File: src/rtl/instruction_fetch_queue.sv
// rtl/instruction_fetch_queue.sv - in-order instruction fetch with request credit, PC tracking and decode FIFO
module instruction_fetch_queue #(
  parameter logic [31:0] RESET_PC = 32'h00400000,
  parameter int          DEPTH    = 4
) (
  input  logic        clock,
  input  logic        reset,
  input  logic        halt,
  input  logic        redirect,
  input  logic [31:0] redirect_pc,
  output logic        imem_req,
  output logic [31:0] imem_addr,
  input  logic        imem_gnt,
  input  logic        imem_rvalid,
  input  logic [31:0] imem_rdata,
  output logic        if_valid,
  output logic [31:0] if_instr,
  output logic [31:0] if_pc,
  input  logic        if_ready,
  output logic [31:0] fetch_pc
);

  localparam int AW = $clog2(DEPTH);
  localparam int CW = AW + 1;

  typedef enum logic {FETCH, DRAIN} state_t;

  state_t            state_q, state_d;
  logic [31:0]       fetch_pc_q, fetch_pc_d;
  logic [CW-1:0]     outstanding_q, outstanding_d;
  logic [CW-1:0]     count_q, count_d;
  logic [AW-1:0]     wr_ptr_q, wr_ptr_d, rd_ptr_q, rd_ptr_d;
  logic [AW-1:0]     pq_wr_q, pq_wr_d, pq_rd_q, pq_rd_d;
  logic [31:0]       fifo_instr_q [DEPTH], fifo_instr_d [DEPTH];
  logic [31:0]       fifo_pc_q    [DEPTH], fifo_pc_d    [DEPTH];
  logic [31:0]       pq_pc_q      [DEPTH], pq_pc_d      [DEPTH];

  logic credit_ok, fire, rv, push, pop;

  // Sum is one bit wider than the counters so outstanding + count never wraps.
  assign credit_ok = ({1'b0, outstanding_q} + {1'b0, count_q}) < (CW+1)'(DEPTH);
  assign imem_req  = (state_q == FETCH) & credit_ok & ~halt & ~redirect;
  assign imem_addr = fetch_pc_q;
  assign fetch_pc  = fetch_pc_q;
  assign fire      = imem_req & imem_gnt;
  assign rv        = imem_rvalid & (outstanding_q != '0);
  assign push      = rv & (state_q == FETCH) & ~redirect;
  assign pop       = (count_q != '0) & if_ready;
  assign if_valid  = (count_q != '0);
  assign if_instr  = fifo_instr_q[rd_ptr_q];
  assign if_pc     = fifo_pc_q[rd_ptr_q];

  always_comb begin
    state_d       = state_q;
    fetch_pc_d    = fetch_pc_q;
    wr_ptr_d      = wr_ptr_q;
    rd_ptr_d      = rd_ptr_q;
    pq_wr_d       = pq_wr_q;
    pq_rd_d       = pq_rd_q;
    fifo_instr_d  = fifo_instr_q;
    fifo_pc_d     = fifo_pc_q;
    pq_pc_d       = pq_pc_q;
    outstanding_d = outstanding_q + CW'(fire) - CW'(rv);
    count_d       = count_q + CW'(push) - CW'(pop);

    if (fire) begin
      fetch_pc_d       = fetch_pc_q + 32'd4;
      pq_pc_d[pq_wr_q] = fetch_pc_q;
      pq_wr_d          = pq_wr_q + 1'b1;
    end
    if (push) begin
      fifo_instr_d[wr_ptr_q] = imem_rdata;
      fifo_pc_d[wr_ptr_q]    = pq_pc_q[pq_rd_q];
      wr_ptr_d               = wr_ptr_q + 1'b1;
      pq_rd_d                = pq_rd_q + 1'b1;
    end
    if (pop) begin
      rd_ptr_d = rd_ptr_q + 1'b1;
    end

    if (state_q == DRAIN && outstanding_d == '0) begin
      state_d = FETCH;
    end

    // Responses still owed to the old path are dropped in DRAIN, so the PC queue restarts empty.
    if (redirect) begin
      fetch_pc_d = redirect_pc;
      count_d    = '0;
      wr_ptr_d   = '0;
      rd_ptr_d   = '0;
      pq_wr_d    = '0;
      pq_rd_d    = '0;
      state_d    = (outstanding_d == '0) ? FETCH : DRAIN;
    end
  end

  always_ff @(posedge clock) begin
    if (!reset) begin
      state_q       <= FETCH;
      fetch_pc_q    <= RESET_PC;
      outstanding_q <= '0;
      count_q       <= '0;
      wr_ptr_q      <= '0;
      rd_ptr_q      <= '0;
      pq_wr_q       <= '0;
      pq_rd_q       <= '0;
    end else begin
      state_q       <= state_d;
      fetch_pc_q    <= fetch_pc_d;
      outstanding_q <= outstanding_d;
      count_q       <= count_d;
      wr_ptr_q      <= wr_ptr_d;
      rd_ptr_q      <= rd_ptr_d;
      pq_wr_q       <= pq_wr_d;
      pq_rd_q       <= pq_rd_d;
    end
  end

  always_ff @(posedge clock) begin
    fifo_instr_q <= fifo_instr_d;
    fifo_pc_q    <= fifo_pc_d;
    pq_pc_q      <= pq_pc_d;
  end

endmodule

File: config.mk
export PLATFORM = sky130hd
export DESIGN_NAME = instruction_fetch_queue
export DESIGN_NICKNAME = d
export VERILOG_FILES = /design/src/rtl/instruction_fetch_queue.sv
export SDC_FILE = /design/constraint.sdc
export NUM_CORES = 1
export LEC_CHECK = 0
export ABC_AREA = 1
export BUFFER_PORTS_ARGS = -buffer_cell sky130_fd_sc_hd__buf_2
export CAP_MARGIN = 15
export CORE_UTILIZATION = 48
export CTS_CLUSTER_DIAMETER = 100
export DETAILED_ROUTE_END_ITERATION = 10
export HOLD_SLACK_MARGIN = 0.06
export PLACE_DENSITY = 0.74
export SLEW_MARGIN = 10
export SYNTH_ARGS = -nofsm -noshare
export SYNTH_HDL_FRONTEND = slang
export SYNTH_SLANG_ARGS = --single-unit
File: constraint.sdc
create_clock -name clock -period 4 [get_ports clock]
set_input_delay 0.4 -clock clock [delete_from_list [all_inputs] [get_ports clock]]
set_output_delay 0.4 -clock clock [all_outputs]
set_load 0.005 [all_outputs]
After elaboration in Yosys (flattened, before gate mapping)
Index checks and enable logic that the tools add are counted.

cells by class
  reduce and logical (&&, ||, !) cells = 9
  bitwise gates (word level) = 16
  $lt $le $gt $ge = 7
  mux-type cells = 21
  $add $sub $neg = 10

operator list
  cell                     number
  $bwmux W128              3
  $mux W32                 10
  $bmux W32 S2             3
  $demux W32 S2            2
  $add A32 B3 Y32 const B  1
  $ge A3 B3 Y1 const B     4
  $not A2 Y3               4
  $add A2 B1 Y2 const B    4
  $and A1 B1 Y1            8
  $add A3 B1 Y3            2
  $lt A3 B1 Y1 const B     2
  $reduce_bool A3 Y1       2
  $sub A3 B1 Y3            2
  $add A3 B3 Y4            1
  $lt A4 B3 Y1 const B     1
  $not A1 Y1               4
  $reduce_bool A2 Y1       2
  $logic_and A1 B1 Y1      3
  $logic_not A3 Y1         1
  $mux W1                  3
  $reduce_or A2 Y1         1

storage, ports and cells
  logic and storage cells = 83
  output and inout bits = 130
  register bits = 431

Logic depth before layout (Yosys ltp)
  depth in word-level cells = 12
  mapped depth = 16
  mapped depth without buffers = 15

Worst setup path after synthesis
No wires, ideal clock.

  path type = input -> register
  from = input redirect
  to = register fifo_instr_q[0] in the netlist's numbering, enable pin
  path buffers = 1
  data required time = 3.513 ns
  path slack = 0.018 ns
  data arrival time = 3.495 ns
  stages on the path = 4
  setup time = 0.487 ns
  cells stage by stage = buf_6 -> nor2_8 -> nand2_1 -> nor2_1

between the ends
  cells in the longest elaborated chain, start to end = 2

RTL lines
  what                    RTL line  RTL
  start: declaration      9         input logic redirect,
  $not A1 Y1              47        assign push = rv & (state_q == FETCH) & ~redirect;
  $and A1 B1 Y1           47
  end signal: assignment  120       fifo_instr_q <= fifo_instr_d;
  end: declaration        34        logic [31:0] fifo_instr_q [DEPTH], fifo_instr_d [DEPTH];

Every way passes these cells.
A chain may end at the register's enable or synchronous reset.

Worst setup path after layout
  from = register rd_ptr_q[0]
  to = output if_pc[2]

between the ends
  cells in the longest elaborated chain, start to end = 4

RTL lines
  what                                          RTL line  RTL
  start: declaration                            32        logic [AW-1:0] wr_ptr_q, wr_ptr_d, rd_ptr_q, rd_ptr_d;
  start signal: assignment                      113       rd_ptr_q <= rd_ptr_d;
  $not A2 Y3 (not written as such)              51        assign if_pc = fifo_pc_q[rd_ptr_q];
  $bmux W32 S2                                  51
  $mux W32 (not written as such) (2 in series)  51
  end: declaration                              18        output logic [31:0] if_pc,

Every way passes these cells. The select of a mux whose other input is x is not followed.

==> results.md <==
Outcome:
- The run finished with clean final reports.

STA:
- After layout, the worst setup slack is ~0.93 ns.
- The total negative slack for setup checks is 0 ns.
- Clock skew on the completed layout was measured at around 0.022 ns.
- Headroom to the max-slew limit came out at 0.355.
- Dividing the final minimum period by the clock period gives 0.768.
- Based on the critical path, the design can be clocked at up to between 0.3 and 0.4 GHz.
- The number of endpoints with negative hold slack in the final report is 0.
- Setup violations remaining at the end of the flow were counted as 0.
- For the pin with the worst max-slew slack, the measured transition is slightly below 1 ns.
- The max-slew violation count is 0.
- The final-layout worst hold slack is between 0.08 and 0.09 ns.
- The minimum period implied by the final worst setup slack is 3.07 ns.
- Setup repair after global routing left no endpoint under its margin.

GRT:
- The first global-routing pass estimated between 50 and 60 mm of wire.
- The maximum number of pins on one net before global-route repair is between 100 and 150.
- The global route total overflow is 0.
- The via count of the first global-routing pass was about 11000.
- The initial antenna violation count is 0.
- In the global route stage, overall resource usage came out at 0.207.

Die:
- Measured along the x axis, the die boundary spans just under 200 um.
- In this run the vertical extent of the chip is ~190 um.
- In this run the standard cell core region covers 0.0356 mm^2.
- The die covers about 0.037 mm^2.
- After floorplanning, the core was divided into between 60 and 70 placement rows.
- Pin placement for this block handled 201 I/O pins.
- The effective utilization at floorplan is 0.489.

Yosys:
- The distinct cell type count after synthesis is 36.
- The synthesized area per cell is about 12 um^2.
- The share of synthesized area occupied by flip-flops and latches is 0.718.
- The area of the mapped netlist is about 0.017 mm^2.
- Of all cell types, the one taking the most synthesized area is sky130_fd_sc_hd__edfxtp_1.
- Counting flops with a built-in enable in the synthesized netlist gives 384.
- The number of synthesized register bits is about 430.
- In the synthesized netlist, the cells that appear most often are sky130_fd_sc_hd__edfxtp_1, sky130_fd_sc_hd__nor2_1, sky130_fd_sc_hd__o21ai_0, sky130_fd_sc_hd__nand2_1, sky130_fd_sc_hd__o22ai_1.
- The fraction of registers with async set or reset after synthesis is 0.
- The Yosys step of the flow raised 0 warnings.
- By area the synthesized netlist is led by sky130_fd_sc_hd__edfxtp_1, sky130_fd_sc_hd__o21ai_0, sky130_fd_sc_hd__nor2_1.
- Yosys instantiated no cell more often than sky130_fd_sc_hd__edfxtp_1.
- Counting every instance in the synthesized netlist gives ~1500.
- The most used flip-flop cell after synthesis is sky130_fd_sc_hd__edfxtp_1.
- The number of nets in the synthesized netlist is 1539.
- The fraction of post-synthesis cell area in the top cell type by area is 0.663.

Clock network:
- The clock-pin slew reported for the worst setup and hold paths after clock tree synthesis is 0.06 ns.
- The insertion delay to the later sink of the worst-skew pair is 0.54 ns.
- TritonCTS built the clock tree.
- The clock drives between 400 and 500 sinks.
- The setup fix buffers added after clock tree synthesis is 0.
- The clock passes through at most 3 buffers.
- CTS built an H-tree with a depth of 2.
- After clock tree synthesis, the repair step resized 0 gates.
- The CTS buffer count is between 40 and 50.
- The root buffer cell chosen for the clock tree is sky130_fd_sc_hd__clkbuf_16.

Worst setup path:
- The signal on the critical path passes through buf_4, o21ai_0, o22ai_1, buf_2.
- The delay of the slowest cell on the worst path is roughly 0.80 ns.
- The worst setup path is launched from a register.
- The cell with the biggest individual delay on the critical path is sky130_fd_sc_hd__buf_4.
- The required arrival time at the worst endpoint is 3.60 ns.
- The worst setup path is captured at an output port.
- In this design, the largest share of critical-path delay is due to buffers and inverters.
- In this run the worst path has a maximum fanout of 100.
- The endpoint arrival time on the critical path is approximately 2.7 ns.
- The critical path in this run is classified as reg -> out.
- The number of buffers and inverters on the critical path is 2.

Layout:
- The layout overhead on the synthesized area is 15.9%.
- The finished cells cover between 0.02 and 0.025 mm^2.
- The number of antenna diodes in the final layout is 0.
- The layout cell share with drive strength beyond 1 is 0.187.
- The final net count is between 1500 and 2000.

Power and ir drop:
- For this design the ratio of total power to cell area is 490 mW/mm^2.
- In this run the static leakage power is around 7.3 nW.
- The total power of the final layout is a little under 10 mW.
- The worst-case IR drop observed on VDD is 0.436 mV.

Drt:
- The count of nets left with antenna violations once routing finished came out at 0.
- Before antenna repair, the detailed router went through 5 iterations.
- After detailed routing, the number of remaining DRC violations is 0.
- The sum of routed wire length over all layers is about 38 mm.
- The final route contains 11600 vias.
- Using the TritonRoute via totals, the vias-per-cell ratio works out to between 5 and 6.
- The routed length per instance is around 18 um.
- The first routing iteration left 866 violations.

Place:
- At the end of routability-driven placement, the weighted congestion stood at about 0.90.
- The number of port buffers is 200.
- OpenSTA, run right after detailed placement, puts the worst setup slack at 1.21 ns.
- The half-perimeter wire length after placement is between 20 and 25 mm.
- The placement-stage cell area is between 0.015 and 0.02 mm^2.

Hold path:
- The path type of the worst min-delay path is in -> reg.

Run:
- Max-cap violations in this run came to 0.
-- cell families after synthesis --
family                     synth area share
and+or+nand+nor                       0.112
DFF                                   0.718
AOI/OAI and AO/OA                     0.105
buffers and inverters                0.0454
adders and majority gates            0.0131
xor gates and xnor gates            0.00706
-- layer usage --
| metal | wire [um] | track usage | vias to the layer above |
|---|---|---|---|
| met5 | 0 | 0 | - |
| met4 | 600 | 0.0524 | 0 |
| met3 | 3090 | 0.0356 | 47 |
| met2 | 18000 | 0.342 | 502 |
| met1 | 16700 | 0.283 | 5541 |
| li1 | - | - | 5477 |
-- final timing paths --
| path | startpoint | endpoint | slack, ns | cells past startpoint |
|---|---|---|---|---|
| hold / removal | imem_rdata[9] | fifo_instr_q[41]$_DFFE_PP_ | 0.08 | 1 |
| hold reg to reg | pq_wr_q[1]$_SDFFE_PP0P_ | pq_wr_q[1]$_SDFFE_PP0P_ | 0.54 | 2 |
| setup reg to reg | outstanding_q[2]$_SDFF_PN0_ | state_q$_SDFFE_PN0P_ | 1.20 | 15 |
| setup / recovery | rd_ptr_q[0]$_SDFFE_PP0P_ | if_pc[2] | 0.93 | 4 |
-- per-stage QoR --
step                       util  std cells
after detailed placement  0.524       2025
after CTS                 0.566       2117
after global placement    0.524       2025
final                     0.566       2117
after floorplan               -       1451
after global routing      0.566       2117
-- report_power, final --
group,switching (mW),total [mW],leakage [nW],internal [mW]
clock network,1.62,3.79,0.644,2.17
registers,0.139,5.25,3.87,5.11
logic,0.513,0.824,2.80,0.312
-- layout make-up --
class / instances / area (um^2)
fill: 2880 / 15400
sequential: 431 / 12500
multi-input combinational: 854 / 4160
timing repair buffer: 235 / 1370
clock buffer: 46 / 1090
tap: 461 / 577
clock inverter: 30 / 248
inverter: 60 / 230
-- flip-flops by register name (all words and copies together), names as in the netlist, 3 cells and up --
register / count
count_q: 3
fetch_pc: 32
fifo_instr_q: 128
fifo_pc_q: 128
outstanding_q: 3
pq_pc_q: 128
-- layout by cell type (no fill, tap or decap), types with 11 or more instances in the layout --
cell	n
sky130_fd_sc_hd__nor2_1	259
sky130_fd_sc_hd__dfxtp_1	44
sky130_fd_sc_hd__clkinv_1	11
sky130_fd_sc_hd__edfxtp_1	384
sky130_fd_sc_hd__nand3_1	37
sky130_fd_sc_hd__o22ai_1	96
sky130_fd_sc_hd__buf_2	200
sky130_fd_sc_hd__a21oi_1	19
sky130_fd_sc_hd__ha_1	15
sky130_fd_sc_hd__dlygate4sd3_1	16
sky130_fd_sc_hd__o21ai_0	205
sky130_fd_sc_hd__clkbuf_16	43
sky130_fd_sc_hd__inv_1	53
sky130_fd_sc_hd__buf_4	14
sky130_fd_sc_hd__nand2_1	171
-- worst register-to-register path, cell delays in order (launching register included) --
cell and delay, ns:
sky130_fd_sc_hd__dfxtp_1 0.34, sky130_fd_sc_hd__ha_1 0.30, sky130_fd_sc_hd__nor2_1 0.13, sky130_fd_sc_hd__nand2_2 0.08
sky130_fd_sc_hd__nor2_4 0.13, sky130_fd_sc_hd__nand2_4 0.17, sky130_fd_sc_hd__ha_1 0.35, sky130_fd_sc_hd__inv_1 0.06
sky130_fd_sc_hd__ha_1 0.13, sky130_fd_sc_hd__inv_1 0.05, sky130_fd_sc_hd__fa_1 0.38, sky130_fd_sc_hd__xnor2_1 0.19
sky130_fd_sc_hd__xor2_1 0.20, sky130_fd_sc_hd__nand3b_1 0.10, sky130_fd_sc_hd__nand2_1 0.06, sky130_fd_sc_hd__inv_1 0.03
-- timing repair --
| action | 4_1_cts | 5_1_grt |
|---|---|---|
| hold endpoints to repair | 64 | 0 |
| hold buffers | 16 | 0 |
| setup endpoints to repair | 0 | 0 |
No activity file was read; power rests on OpenSTA's default activity.
